### src/rtl/fifo_rd_drain_pkg.sv
// fifo_drain_pkg: shared types and constants for the async-FIFO read-side drain.
//   state_e             drain FSM state encoding
//   DRAIN_CNT_WIDTH     width of the optional transfer counter
//   DEFAULT_DATA_WIDTH  default FIFO word width
package fifo_drain_pkg;

    typedef enum logic {
        IDLE   = 1'b0,
        SETTLE = 1'b1
    } state_e;

    localparam int DRAIN_CNT_WIDTH    = 16;
    localparam int DEFAULT_DATA_WIDTH = 8;

endpackage : fifo_drain_pkg

### src/rtl/fifo_rd_drain_if.sv
// fifo_rd_drain_if: FIFO read port plus downstream valid/ready handshake.
//   empty      FIFO empty flag (registered in the FIFO read logic)
//   rdata      FIFO read data at the current read address
//   rinc       pop strobe towards the FIFO, one cycle per word
//   out_data   word presented downstream
//   out_valid  out_data holds an undelivered word
//   out_ready  downstream accepts out_data this cycle
// Modports:
//   master  the drain (drives rinc and the output side)
//   slave   FIFO read logic plus downstream consumer
interface fifo_rd_drain_if
    import fifo_drain_pkg::*;
#(
    parameter int DATA_WIDTH = DEFAULT_DATA_WIDTH
);

    logic                  empty;
    logic [DATA_WIDTH-1:0] rdata;
    logic                  rinc;
    logic [DATA_WIDTH-1:0] out_data;
    logic                  out_valid;
    logic                  out_ready;

    modport master (
        input  empty,
        input  rdata,
        output rinc,
        output out_data,
        output out_valid,
        input  out_ready
    );

    modport slave (
        output empty,
        output rdata,
        input  rinc,
        input  out_data,
        input  out_valid,
        output out_ready
    );

endinterface : fifo_rd_drain_if

### src/rtl/fifo_rd_drain.sv
// fifo_rd_drain: read-side consumer of the async FIFO (FIFO read clock domain).
// Pops one word per rinc pulse into an output register and hands it downstream
// over valid/ready. After each pop the FSM spends one SETTLE cycle so that the
// FIFO's registered empty flag has caught up before the next pop decision.
//
//   state  | meaning
//   IDLE   | may pop when FIFO not empty and the output register is free/leaving
//   SETTLE | one cycle after a pop; empty may be stale, never pop
//
// Ports:
//   CLK        FIFO read-domain clock, rising edge
//   RST        synchronous reset, active-high
//   bus        fifo_rd_drain_if.master (FIFO read port + downstream handshake)
//   drain_cnt  completed transfer count, wraps (only with FIFO_DRAIN_CNT_EN)
//
// Build option: define FIFO_DRAIN_CNT_EN to add the drain_cnt port and counter.
module fifo_rd_drain
    import fifo_drain_pkg::*;
#(
    parameter int DATA_WIDTH = DEFAULT_DATA_WIDTH
) (
    input  logic                       CLK,
    input  logic                       RST,
    fifo_rd_drain_if.master            bus
`ifdef FIFO_DRAIN_CNT_EN
    ,
    output logic [DRAIN_CNT_WIDTH-1:0] drain_cnt
`endif
);

    state_e                state_q, state_d;
    logic                  out_valid_q, out_valid_d;
    logic [DATA_WIDTH-1:0] out_data_q, out_data_d;
    logic                  pop;
    logic                  xfer;

    assign xfer = out_valid_q & bus.out_ready;

    // The output register may be refilled in the same cycle it is delivered,
    // which keeps the downstream side free of bubbles.
    assign pop = (state_q == IDLE) & ~bus.empty & (~out_valid_q | bus.out_ready);

    always_comb begin
        state_d     = state_q;
        out_valid_d = out_valid_q;
        out_data_d  = out_data_q;
        case (state_q)
            IDLE: begin
                if (pop) begin
                    state_d = SETTLE;
                end
            end
            SETTLE: begin
                state_d = IDLE;
            end
            default: begin
                state_d = IDLE;
            end
        endcase
        if (pop) begin
            out_valid_d = 1'b1;
            out_data_d  = bus.rdata;
        end else if (xfer) begin
            out_valid_d = 1'b0;
        end
    end

    always_ff @(posedge CLK) begin
        if (RST) begin
            state_q     <= IDLE;
            out_valid_q <= 1'b0;
            out_data_q  <= '0;
        end else begin
            state_q     <= state_d;
            out_valid_q <= out_valid_d;
            out_data_q  <= out_data_d;
        end
    end

    // The FIFO is reset in the same cycle; a pop during reset would skew its pointers.
    assign bus.rinc      = pop & ~RST;
    assign bus.out_valid = out_valid_q;
    assign bus.out_data  = out_data_q;

`ifdef FIFO_DRAIN_CNT_EN
    logic [DRAIN_CNT_WIDTH-1:0] drain_cnt_q;

    always_ff @(posedge CLK) begin
        if (RST) begin
            drain_cnt_q <= '0;
        end else if (xfer) begin
            drain_cnt_q <= drain_cnt_q + 1'b1;
        end
    end

    assign drain_cnt = drain_cnt_q;
`endif

endmodule : fifo_rd_drain
### src/flat_wrapper.sv
// flat-port wrapper written by rule: the top's interface ports become plain ports
module fifo_rd_drain_flat import fifo_drain_pkg::*;
#(
    parameter int DATA_WIDTH = DEFAULT_DATA_WIDTH
)
  (CLK, RST, bus_empty, bus_rdata, bus_rinc, bus_out_data, bus_out_valid, bus_out_ready);
  fifo_rd_drain_if #(.DATA_WIDTH(DATA_WIDTH)) bus_i ();
  input  logic CLK;
  input  logic RST;
  input wire logic [$bits(bus_i.empty)-1:0] bus_empty;
  input wire logic [$bits(bus_i.rdata)-1:0] bus_rdata;
  output wire logic [$bits(bus_i.rinc)-1:0] bus_rinc;
  output wire logic [$bits(bus_i.out_data)-1:0] bus_out_data;
  output wire logic [$bits(bus_i.out_valid)-1:0] bus_out_valid;
  input wire logic [$bits(bus_i.out_ready)-1:0] bus_out_ready;
  assign bus_i.empty = bus_empty;
  assign bus_i.rdata = bus_rdata;
  assign bus_rinc = bus_i.rinc;
  assign bus_out_data = bus_i.out_data;
  assign bus_out_valid = bus_i.out_valid;
  assign bus_i.out_ready = bus_out_ready;
  fifo_rd_drain #(.DATA_WIDTH(DATA_WIDTH)) u_core (.CLK(CLK), .RST(RST), .bus(bus_i));
endmodule
### config.mk
export PLATFORM = sky130hd
export DESIGN_NAME = fifo_rd_drain_flat
export DESIGN_NICKNAME = d
export VERILOG_FILES = /design/src/rtl/fifo_rd_drain_pkg.sv /design/src/rtl/fifo_rd_drain_if.sv /design/src/rtl/fifo_rd_drain.sv /design/src/flat_wrapper.sv
export SDC_FILE = /design/constraint.sdc
export NUM_CORES = 1
export LEC_CHECK = 0
export ABC_CLOCK_PERIOD_IN_PS = 1380
export CAP_MARGIN = 40
export CORE_AREA = 2 2 39 41
export DETAILED_ROUTE_END_ITERATION = 16
export DIE_AREA = 0 0 41 43
export HOLD_SLACK_MARGIN = 0.05
export PLACE_DENSITY_LB_ADDON = 0.08
export RECOVER_POWER = 100
export SYNTH_ARGS = -nofsm -noshare
export SYNTH_HDL_FRONTEND = slang
export SYNTH_SLANG_ARGS = --single-unit
export TNS_END_PERCENT = 5
### constraint.sdc
create_clock -name CLK -period 1.38 [get_ports CLK]
set_clock_uncertainty 0.15 [all_clocks]
set_input_delay 0.276 -clock CLK [delete_from_list [all_inputs] [get_ports CLK]]
set_output_delay 0.276 -clock CLK [all_outputs]
set_load 0.02 [all_outputs]
==> metrics.yaml, run 1 <==
timing:
  fin_ws_ns: -0.1947
  layout_min_cycle_time_ns: 1.575
  setup_viol: 1
  max_freq_mhz: 635.0
  tightest_slew_ns: 0.2133
  slew_viol_final: 0
  relSlewSlack: 0.8583
  fin_hold_ws_ns: 0.2888
  finalHoldViolCount: 0
  rsz0062_at_grt: "true"
  timing.final.crit_share: 1.141
floorplan:
  dieArea_sq_um: 1763
  start_util: 0.3309
  die_h_um: 43
  fp.dieW_um: 41
  row_count: 14
  io_pins: 22
  coreArea_sq_um: 1384
layout:
  fillers: 139
  ff_latch_area_sq_um: 201.4
  fin_cells: 85
  drive_gt1_frac: 0.2029
  syn2layout_area_growth_pct: 57.65
  n_antenna_cell: 0
  nets: 83
  multi_input_area_sq_um: 237.7
logic_synthesis:
  synth_cell_types: 10
  synth-seq-cells: 10
  synthAdderAreaFrac: 0
  syn-cell-area_sq_um: 457.9
  synth_area_per_cell_sq_um: 10.65
  synth_xor_area_frac: 0
  yosysSeqAreaShare: 0.4372
  synth_top_family_by_area: "simple AND/OR/NAND/NOR gates"
  syn_nets: 55
  synth-compound-area-share: 0.01093
  synth.area.mux_share: 0.1749
  synth-simple-area-share: 0.3142
  synthCells: 43
  yosys_warnings: 0
worst_setup_path:
  end_kind: "output port"
  critPathKind: "reg2out"
  cp_max_fo: 2
  r2r_cells: 5
  worstReg2RegStart: "u_core.state_q$_SDFF_PP0_"
  crit_start: "u_core.state_q$_SDFF_PP0_"
  worstPathArrival_ns: 1.15
  crit_required_ns: 0.95
  startpoint_type: "flop"
global_route:
  grt_usage: 0.1143
  grt_pass1_wl_um: 1373
  grt_overflow: 0
  grt_max_degree: 19
  grt_pass1_vias: 354
  antenna_found_initial: 0
routing:
  wirelength_um: 810
  drc: 0
  via_per_inst: 4.188
  dr.pass1.iters: 2
  vias: 356
  first_iter_violations: 2
  antenna_left: 0
  wl_per_cell_um: 9.529
clocking:
  htree_levels: 1
  clock_sinks: 10
  root_buffer: "clkbuf_4"
  cts_tree: "yes"
  cts.hold.buffers_added: 0
  ctsLongestPathBuffers: 2
  cts_buffers: 3
  clk_pin_slew_ns: 0.06
  insertion_delay_ns: 0.25
placement:
  numPortBuffers: 21
  place_hpwl_um: 595.2
  gp_congestion: 0.5910
  place_ws_ns: -0.8145
  place_inst: 80
power_and_ir_drop:
  finalPower_uw: 667.0
  p_leak_uw: 0.0003300
  power.density_nw_per_um2: 923.9
  irDropWorstVdd_mv: 0.4930
run:
  cap_violations: 0
run_status:
  violations: "negative setup slack"
  status: "finished, violations left"
worst_hold_path:
  whs_path_depth: 3
  hp-class: "in2reg"
  hold_start: "bus_empty"
[critical path, cell delays in order, from the launching register on]
cell and delay [ns]:
dfxtp_1 0.30, or2_4 0.23, nor2b_4 0.11, and2b_2 0.15, buf_6 0.11
[cells in the mapped netlist (all sizes together)]
cell / instances / area share
a21oi: 1 / 0.011
and2b: 2 / 0.033
buf: 1 / 0.044
clkbuf: 2 / 0.019
dfxtp: 10 / 0.44
mux2i: 8 / 0.17
nand2b: 17 / 0.23
nor2b: 1 / 0.030
or2: 1 / 0.019
[where the power goes]
group / internal [uW] / switching, uW
sequential: 309 / 9.58
combinational: 91.6 / 66.5
clock: 100 / 89.6
total: 501 / 166
[path summary, 6_finish.rpt]
kind | end | slack [ns]
setup / recovery | bus_rinc | -0.19
hold / removal | u_core.bus.out_valid$_SDFFE_PP0P_ | 0.29
setup reg to reg | u_core.bus.out_data[4]$_SDFFE_PP0P_ | 0.05
hold reg to reg | u_core.bus.out_data[4]$_SDFFE_PP0P_ | 0.32
[area by class of cell]
class                      count  area share
timing repair buffer          26      0.3328
clock buffer                   3     0.03120
tap                           16     0.02773
multi-input combinational     30      0.3293
sequential                    10      0.2790
[registers in the layout, summed over array words and instances (netlist names)]
| name | count |
|---|---|
| u_core.state_q | 1 |
| u_core.bus.out_data | 8 |
| u_core.bus.out_valid | 1 |
[layer usage]
metal | share of wire | vias up | global-route usage
met4 | 0 | 0 | 0.04000
met5 | 0 | - | 0
met1 | 0.47 | 156 | 0.1480
met3 | 0.073 | 0 | 0.03141
met2 | 0.45 | 13 | 0.1750
li1 | - | 187 | -
[per-stage QoR]
| step | utilization | TNS [ns] | instance area [sq um] |
|---|---|---|---|
| after floorplan | - | -0.01878 | 460.4 |
| after global placement | 0.4946 | -3.200 | 684.4 |
| after detailed placement | 0.4946 | -3.264 | 684.4 |
| after CTS | 0.5127 | -0.2246 | 709.4 |
| after global routing | 0.5217 | -0.3992 | 721.9 |
| final | 0.5217 | -0.1947 | 721.9 |
[layout by cell type (no fill, tap or decap)]
cell,n
a21oi_1,1
mux2i_1,8
dlygate4sd2_1,7
and2b_2,1
nand2b_1,16
dfxtp_2,1
nand2b_4,1
buf_6,1
clkbuf_4,3
and2b_1,1
clkdlybuf4s50_1,9
dfxtp_1,9
or2_4,1
clkdlybuf4s15_1,4
buf_4,5
nor2b_4,1
[repair_timing]
action	CTS	global route
setup buffers	1	1
endpoints found under the setup margin	18	5
gates resized for setup	18	5
pin swaps	1	1
[cells by family (layout without fill, tap and decap cells)]
logic type,after synthesis,count (layout)
DFF,10,10
muxes,8,8
buffers and inverters,3,29
and+or+nand+nor,21,21
AOI/OAI and AO/OA,1,1
Power figures use the tool's default switching activity.
==> inputs of run 2 (changes only) <==
--- a/config.mk
+++ b/config.mk
@@ -5,7 +5,7 @@
 export SDC_FILE = /design/constraint.sdc
 export NUM_CORES = 1
 export LEC_CHECK = 0
-export ABC_CLOCK_PERIOD_IN_PS = 1380
+export ABC_CLOCK_PERIOD_IN_PS = 1550
 export CAP_MARGIN = 40
 export CORE_AREA = 2 2 39 41
 export DETAILED_ROUTE_END_ITERATION = 16
@@ -13,7 +13,8 @@
 export HOLD_SLACK_MARGIN = 0.05
 export PLACE_DENSITY_LB_ADDON = 0.08
 export RECOVER_POWER = 100
+export SLEW_MARGIN = 10
 export SYNTH_ARGS = -nofsm -noshare
 export SYNTH_HDL_FRONTEND = slang
 export SYNTH_SLANG_ARGS = --single-unit
-export TNS_END_PERCENT = 5
+export TNS_END_PERCENT = 1
==> constraint.sdc (replaced) <==
create_clock -name CLK -period 1.55 [get_ports CLK]
set_clock_uncertainty 0.15 [all_clocks]
set_input_delay 0.31 -clock CLK [delete_from_list [all_inputs] [get_ports CLK]]
set_output_delay 0.31 -clock CLK [all_outputs]
set_load 0.02 [all_outputs]
==> metrics.yaml, run 2 (synthesis results as in run 1) <==
layout:
  n_antenna_cell: 0
  fillers: 139
  syn2layout_area_growth_pct: 53.55
  largest_reg_flops: 8
  nets: 82
  layout_common_cells: "nand2b_1 (16), dlygate4sd2_1 (11), dfxtp_1 (10)"
  drive_gt1_frac: 0.1471
  layout_commonest_cell: "nand2b_1"
  design_area_sq_um: 703.2
timing:
  tns_ns: -0.06303
  timing.final.crit_share: 1.041
  fin_ws_ns: -0.06303
  layout_min_cycle_time_ns: 1.613
  tightest_slew_ns: 0.5118
  finalHoldViolCount: 0
  relSlewSlack: 0.6588
  setup_viol: 1
  max_freq_mhz: 620.0
  slew_viol_final: 0
  rsz0062_at_grt: "true"
placement:
  numPortBuffers: 21
  gp_congestion: 0.5649
  place_hpwl_um: 584.3
  dpl_cell_area_sq_um: 681.9
worst_setup_path:
  cp_max_fo: 2
  end_kind: "output port"
  startpoint_type: "input port"
  critPathKind: "in2out"
  worstPathArrival_ns: 1.15
  crit_required_ns: 1.09
clocking:
  clock_sinks: 10
  htree_levels: 1
  clk_pin_slew_ns: 0.06
  cts.hold.buffers_added: 0
  cts_buffers: 3
  cts_tree: "yes"
  root_buffer: "clkbuf_4"
  ctsLongestPathBuffers: 2
  insertion_delay_ns: 0.25
routing:
  dr.pass1.iters: 1
  first_iter_violations: 0
  wirelength_um: 776
  drc: 0
  via_per_inst: 4.226
  antenna_left: 0
  wl_per_cell_um: 9.238
  vias: 355
floorplan:
  coreArea_sq_um: 1384
  row_count: 14
  io_pins: 22
  dieArea_sq_um: 1763
  start_util: 0.3309
  die_h_um: 43
  fp.dieW_um: 41
global_route:
  grt_overflow: 0
  grt_max_degree: 19
  grt_pass1_vias: 320
  antenna_found_initial: 0
  grt_usage: 0.1076
  grt_pass1_wl_um: 1269
power_and_ir_drop:
  p_clk_frac: 0.287
  intPower_uw: 441.5
  p_sw_uw: 144.7
  power_frac_seq: 0.483
  p_leak_uw: 0.0003331
  irDropWorstVdd_mv: 0.3781
  swShare: 0.2469
  power_frac_comb: 0.230
  power.density_nw_per_um2: 833.6
run:
  cap_violations: 0
run_status:
  violations: "negative setup slack"
  status: "finished, violations left"
worst_hold_path:
  hp-class: "reg2reg"
## run 2: cell types whose count changed in the layout (fill, tap and decap cells not counted), sizes merged
cell,previous run,this run
clkdlybuf4s15,4,0
dlygate4sd2,7,11
buf,6,4
clkbuf,3,4
## run 2: per-layer routing
| metal | up-vias | GRT usage | share of wire |
|---|---|---|---|
| li1 | 187 | - | - |
| met1 | 157 | 0.1521 | 0.45 |
| met2 | 11 | 0.1313 | 0.49 |
| met3 | 0 | 0.03141 | 0.058 |
| met4 | 0 | 0.08000 | 0 |
| met5 | - | 0 | 0 |
## run 2: area by class of cell
cell class	count	area [sq um]	area share
clock buffers	3	22.52	0.03203
flip-flops and latches	10	200.2	0.2847
well taps	16	20.02	0.02847
repair buffers	25	224.0	0.3185
multi-input cells	30	236.5	0.3363
## run 2: power by group through the flow
stage	Clock [uW]	Sequential (uW)	Combinational [uW]
finish	168	283	135
global route	189	286	146
CTS	179	284	138
detailed placement	0	290	145
global placement	0	289	146
floorplan	0	309	60.6
## run 2: worst paths after layout
path	startpoint	to	slack (ns)	cells past startpoint
worst max-delay path	bus_empty	bus_rinc	-0.06	5
worst min register to register	u_core.bus.out_data[4]$_SDFFE_PP0P_	u_core.bus.out_data[4]$_SDFFE_PP0P_	0.32	2
worst max register to register	u_core.state_q$_SDFF_PP0_	u_core.bus.out_data[5]$_SDFFE_PP0P_	0.22	5
worst min-delay path	u_core.bus.out_data[4]$_SDFFE_PP0P_	u_core.bus.out_data[4]$_SDFFE_PP0P_	0.32	2
## run 2: through the flow
| stage | cells | setup slack, ns | power, uW | utilization | hold WS, ns |
|---|---|---|---|---|---|
| finish | 84 | -0.06303 | 586.2 | 0.5081 | 0.3200 |
| global route | 84 | -0.1231 | 621.5 | 0.5081 | 0.3439 |
| CTS | 84 | -0.07338 | 600.9 | 0.5109 | 0.3272 |
| detailed placement | 80 | -0.6870 | 434.9 | 0.4928 | 0.3137 |
| global placement | 80 | -0.6845 | 434.8 | 0.4928 | 0.3132 |
| floorplan | 43 | 0.07258 | 369.8 | - | 0.3154 |
## run 2: repair_timing
| action | in CTS | in global routing |
|---|---|---|
| setup buffers | 1 | 0 |
| pin swaps | 1 | 0 |
| setup endpoints to repair | 10 | 1 |
| resized for setup | 18 | 0 |
## run 2: critical path, cell delays in order
cell	delay, ns
dlygate4sd2_1	0.23
or2_4	0.26
nor2b_4	0.11
and2b_1	0.14
buf_6	0.11
